<file path="src/rtl/alarm_controller.sv">
// Alarm sequencer: BCD alarm edit, time match, ring with auto-timeout and optional snooze.
// Optional feature macro: ALARM_SNOOZE_EN (adds the SNOOZE state and snooze_p handling).
module alarm_controller #(
  parameter int SNOOZE_SEC       = 300,
  parameter int RING_TIMEOUT_SEC = 60
) (
  input  logic       clk,
  input  logic       rst,
  input  logic       tick_1hz,
  input  logic       clk_set_en,
  input  logic       edit_p,
  input  logic       inc_p,
  input  logic       arm_p,
  input  logic       snooze_p,
  input  logic [7:0] cur_hh,
  input  logic [7:0] cur_mm,
  input  logic [7:0] cur_ss,
  output logic [7:0] alarm_hh,
  output logic [7:0] alarm_mm,
  output logic       alarm_edit,
  output logic [1:0] blink_sel,
  output logic       armed,
  output logic       ring,
  output logic       snooze_active
);

`ifdef ALARM_SNOOZE_EN
  localparam int CNT_MAX = (SNOOZE_SEC > RING_TIMEOUT_SEC) ? SNOOZE_SEC : RING_TIMEOUT_SEC;
`else
  localparam int CNT_MAX = RING_TIMEOUT_SEC;
`endif
  localparam int CW = $clog2(CNT_MAX + 1);

  localparam logic [CW-1:0] CNT_ONE  = CW'(1'b1);
  localparam logic [CW-1:0] CNT_RING = CW'(RING_TIMEOUT_SEC);
`ifdef ALARM_SNOOZE_EN
  localparam logic [CW-1:0] CNT_SNZ  = CW'(SNOOZE_SEC);
`endif

  typedef enum logic [2:0] {
    DISARMED = 3'd0,
    ARMED    = 3'd1,
    EDIT_HH  = 3'd2,
    EDIT_MM  = 3'd3,
`ifdef ALARM_SNOOZE_EN
    SNOOZE   = 3'd5,
`endif
    RINGING  = 3'd4
  } state_t;

  state_t        state_r;
  logic [CW-1:0] cnt_r;
  logic          tick_d_r;
  logic [7:0]    alarm_hh_r;
  logic [7:0]    alarm_mm_r;
  logic          match_s;

  // Packed-BCD increment with wrap at max_val; inputs only ever hold valid BCD.
  function automatic logic [7:0] bcd_inc(input logic [7:0] val, input logic [7:0] max_val);
    logic [7:0] res;
    if (val == max_val) begin
      res = 8'h00;
    end else if (val[3:0] == 4'h9) begin
      res = {val[7:4] + 4'h1, 4'h0};
    end else begin
      res = val + 8'h01;
    end
    return res;
  endfunction

`ifndef ALARM_SNOOZE_EN
  logic unused_s;
  assign unused_s = ^{snooze_p, SNOOZE_SEC[0]};
`endif

  // Compare runs one cycle after the tick, once the time counter has advanced.
  assign match_s = tick_d_r && !clk_set_en && (cur_hh == alarm_hh_r) &&
                   (cur_mm == alarm_mm_r) && (cur_ss == 8'h00);

  // Alarm FSM, alarm registers and shared ring/snooze seconds counter.
  always_ff @(posedge clk or posedge rst) begin
    if (rst) begin
      state_r    <= DISARMED;
      cnt_r      <= '0;
      tick_d_r   <= 1'b0;
      alarm_hh_r <= 8'h00;
      alarm_mm_r <= 8'h00;
    end else begin
      tick_d_r <= tick_1hz;
      case (state_r)
        DISARMED: begin
          if (!clk_set_en) begin
            if (arm_p) begin
              state_r <= ARMED;
            end else if (edit_p) begin
              state_r <= EDIT_HH;
            end
          end
        end
        ARMED: begin
          if (!clk_set_en) begin
            if (arm_p) begin
              state_r <= DISARMED;
            end else if (edit_p) begin
              state_r <= EDIT_HH;
            end else if (match_s) begin
              state_r <= RINGING;
              cnt_r   <= CNT_RING;
            end
          end
        end
        EDIT_HH: begin
          if (arm_p) begin
            state_r <= DISARMED;
          end else if (edit_p) begin
            state_r <= EDIT_MM;
          end else if (inc_p) begin
            alarm_hh_r <= bcd_inc(alarm_hh_r, 8'h23);
          end
        end
        EDIT_MM: begin
          if (arm_p) begin
            state_r <= DISARMED;
          end else if (edit_p) begin
            state_r <= ARMED;
          end else if (inc_p) begin
            alarm_mm_r <= bcd_inc(alarm_mm_r, 8'h59);
          end
        end
        RINGING: begin
          if (arm_p) begin
            state_r <= ARMED;
`ifdef ALARM_SNOOZE_EN
          end else if (snooze_p) begin
            state_r <= SNOOZE;
            cnt_r   <= CNT_SNZ;
`endif
          end else if (tick_1hz) begin
            if (cnt_r == CNT_ONE) begin
              state_r <= ARMED;
            end else begin
              cnt_r <= cnt_r - CNT_ONE;
            end
          end
        end
`ifdef ALARM_SNOOZE_EN
        SNOOZE: begin
          if (arm_p) begin
            state_r <= ARMED;
          end else if (tick_1hz) begin
            if (cnt_r == CNT_ONE) begin
              state_r <= RINGING;
              cnt_r   <= CNT_RING;
            end else begin
              cnt_r <= cnt_r - CNT_ONE;
            end
          end
        end
`endif
        default: begin
          state_r <= DISARMED;
        end
      endcase
    end
  end

  assign alarm_hh   = alarm_hh_r;
  assign alarm_mm   = alarm_mm_r;
  assign alarm_edit = (state_r == EDIT_HH) || (state_r == EDIT_MM);
  assign ring       = (state_r == RINGING);
`ifdef ALARM_SNOOZE_EN
  assign snooze_active = (state_r == SNOOZE);
  assign armed = (state_r == ARMED) || (state_r == RINGING) || (state_r == SNOOZE);
`else
  assign snooze_active = 1'b0;
  assign armed = (state_r == ARMED) || (state_r == RINGING);
`endif

  // Blink selection follows the field being edited.
  always_comb begin
    blink_sel = 2'b11;
    case (state_r)
      EDIT_HH: blink_sel = 2'b00;
      EDIT_MM: blink_sel = 2'b01;
      default: blink_sel = 2'b11;
    endcase
  end

endmodule

</file>
<file path="config.mk">
export PLATFORM = sky130hd
export DESIGN_NAME = alarm_controller
export DESIGN_NICKNAME = d
export VERILOG_FILES = /design/src/rtl/alarm_controller.sv
export SDC_FILE = /design/constraint.sdc
export NUM_CORES = 1
export LEC_CHECK = 0
export ABC_CLOCK_PERIOD_IN_PS = 2050
export BUFFER_PORTS_ARGS = -buffer_cell sky130_fd_sc_hd__buf_2
export CORE_MARGIN = 4
export CORE_UTILIZATION = 35
export CTS_CLUSTER_SIZE = 12
export DETAILED_ROUTE_END_ITERATION = 10
export PLACE_DENSITY = 0.58
export SLEW_MARGIN = 20
export SYNTH_ARGS = -nofsm -noshare
export SYNTH_HDL_FRONTEND = slang
export SYNTH_SLANG_ARGS = --single-unit
</file>
<file path="constraint.sdc">
create_clock -name clk -period 2.05 [get_ports clk]
set_input_delay 0.41 -clock clk [delete_from_list [all_inputs] [get_ports clk]]
set_output_delay 0.41 -clock clk [all_outputs]
set_load 0.01 [all_outputs]
</file>
==> out/metrics.cfg <==
[run_status]
outcome=finished clean

[routing]
ant_nets=0
post_drt_wl_per_cell_um=13.7
dr_total_vias=1672
dr.pass1.iters=4
wl_mm=4.55
viasPerCell=5.02
drcViolationCount=0
drtIter0Drc=79

[timing]
fin_hold_ws_ns=0.174
finClkSkew_ns=0.00838
setup_tns_ns=0
rsz0062_at_grt=no
hold_viol=0
fin_crit_sh_pct=94.6
fmax_ghz=0.516
finalSetupViolCount=0
period_needed_ns=1.94
finalMaxSlewViolations=0

[placement]
port_buffers=51
routabilityCongestion=0.798
post-dp-hpwl_mm=3.50
post_dp_cell_area_um2=2230

[clock_tree]
clk_path_buf_depth=2
clock_sinks=26
cts_tree=done
clkTransAtPathRegs_ns=0.10
cts-root-buf=clkbuf_8
cts_max_level=1
clkLatencyLatePin_ns=0.28
hold_buffers=0
cts_setup_buffers=0
numCtsBuffers=3

[setup_path]
slowest_stage=or4b_1
worstRegToRegCells=6
end_kind=register
slowest_delay_ns=0.54
crit_start=state_r[2]
worstPathCellList=or4b_1 > a221o_1 > a21oi_4 > and2b_4 > a41o_1 > nor2_1
timing.rr.end=cnt_r[4]
timing.rr.start=state_r[2]
path_buf_inv=0
worstPathRequired_ns=2.22
path_depth=6
worst-r2r-setup-slack_ns=0.11
critPathTopFamily=simple AND/OR/NAND/NOR gates
start_kind=register
worst-setup-path-type=register to register
arrival_ns=2.10
crit_path_end=cnt_r[4]
critPathMaxFanout=6

[global_routing]
overflow=0
grt_pass1_wl_mm=7.40
grt_max_degree=27
track_usage_pct=14.6
grt_pass1_vias=1600
antenna_found_initial=0

[logic_synthesis]
synth_cells=200
synth_async_sr_flop_share_pct=100
avgSynthCellArea_um2=8.98
ys_types=50
synth_flop_cell=dfrtp_1
synth-warning-count=0
synth_top_cell_area_share_pct=36.2
synth-edff-count=0
syn_area_um2=1800
yosysSeqAreaShare_pct=36.2
synth_nets=242
synth_top_cell_by_area=dfrtp_1
ys_top_cells_by_area=dfrtp_1 36%, xor2_1 7.3%, ha_1 7.0%, nand2_1 2.9%, a31oi_1 2.8%
yosys.cell_count.top_type=dfrtp_1
synth_commonest_cells=26 x dfrtp_1, 15 x xor2_1, 14 x nand2_1
synth_seq_cells=26

[pwr]
ir_worst_vdd_v=0.000587
cellLeakagePower_nw=1.18
p_per_area_nw_per_um2=908

[final_layout]
n_antenna_cell=0
syn_to_final_growth_pct=28.6
multi_input_area_um2=1080
drive_above_1_share_pct=31.2
nNetsFinal=309
final_cell_area_um2=2310
n_fill_cell=490
regArea_um2=651

[die]
die_y_um=79.7
die_w_um=79.7
dieArea_um2=6340
rows=25
core_um2=4850
pin_count=54
initial_core_util_pct=37.1

[run]
max_cap_viol_count=0

[hold_path]
min_path_type=primary input to asynchronous set/reset pin

layout make-up:
class                           instances  area share [%]
Clock inverter                          1            1.30
Sequential cell                        26            28.2
Timing Repair Buffer                   68            16.6
Multi-Input combinational cell        156            46.6
Inverter                               12            1.95
Tap cell                               67            3.63
Clock buffer                            3            1.79
per-layer routing:
metal | wire length (µm) | track usage (%) | vias to the layer above
li1 | - | - | 849
met3 | 188 | 2.60 | 2
met1 | 2110 | 18.9 | 784
met5 | 0 | 0 | -
met2 | 2240 | 25.6 | 37
met4 | 14 | 2.06 | 0
cells in the final DEF, fill, tap and decap left out, types with 2 or more instances in the layout:
cell type / n
a22o_1: 2
nor2b_1: 3
o21ai_1: 2
nand4_1: 3
clkbuf_8: 3
nand2_1: 14
nor4_1: 5
buf_2: 51
xor2_1: 15
nor3_1: 9
xnor2_1: 4
dfrtp_1: 26
buf_4: 17
nor2_1: 11
and3_1: 7
mux2_2: 3
o21ai_0: 9
or3_1: 3
nand2b_1: 5
ha_1: 10
nand3_1: 5
inv_1: 12
mux2i_1: 2
a21oi_1: 8
nand3b_1: 3
a31oi_1: 8
power by group:
part           leakage (nW)  internal (mW)  switching (mW)  total (mW)
Combinational         0.817          0.430           0.454       0.884
Clock                0.0357          0.261           0.172       0.433
Sequential            0.331          0.639           0.141       0.780
worst min path at each step:
stage / start / cells after the start / end
after floorplan: tick_1hz / 0 / tick_d_r
after global placement: rst / 3 / alarm_mm[6]
after detailed placement: rst / 3 / alarm_mm[5]
after CTS: rst / 3 / alarm_mm[5]
after global routing: rst / 3 / alarm_mm[5]
final: rst / 3 / alarm_mm[5]
worst register-to-register path: cells and delay by family (launching register included):
family	cells	cell delay (ns)
AO/OA/AOI/OAI	3	0.66
flip-flops	1	0.40
AND/OR/NAND/NOR	3	0.78
through the flow:
step	util, %	total power [mW]	setup slack (ns)	cells
2_1_floorplan	-	1.32	0.0784	200
3_3_place_gp	46.0	1.65	-0.0130	329
3_5_place_dp	46.0	1.66	0.00117	329
4_1_cts	47.4	2.11	0.0223	333
5_1_grt	47.6	2.27	0.00391	333
6_report	47.6	2.10	0.111	333
registers in the layout, indices dropped and copies added, names as in the netlist:
signal,flops
alarm_mm,8
alarm_hh,8
tick_d_r,1
state_r,3
cnt_r,6
logic make-up after synthesis:
family | after synthesis | synth area share [%]
DFF | 26 | 36.2
buffers and inverters | 18 | 4.46
AOI/OAI and AO/OA | 44 | 16.4
adders and majority gates | 10 | 6.96
and+or+nand+nor | 77 | 23.5
muxes | 5 | 2.99
other | 1 | 0.209
xor gates and xnor gates | 19 | 9.26
timing repair:
item | in CTS | in global routing
gates resized for setup | 0 | 2
endpoints found under the setup margin | 0 | 7
endpoints found under the hold margin | 0 | 0
Note: power is estimated with default switching activity, not from simulation.
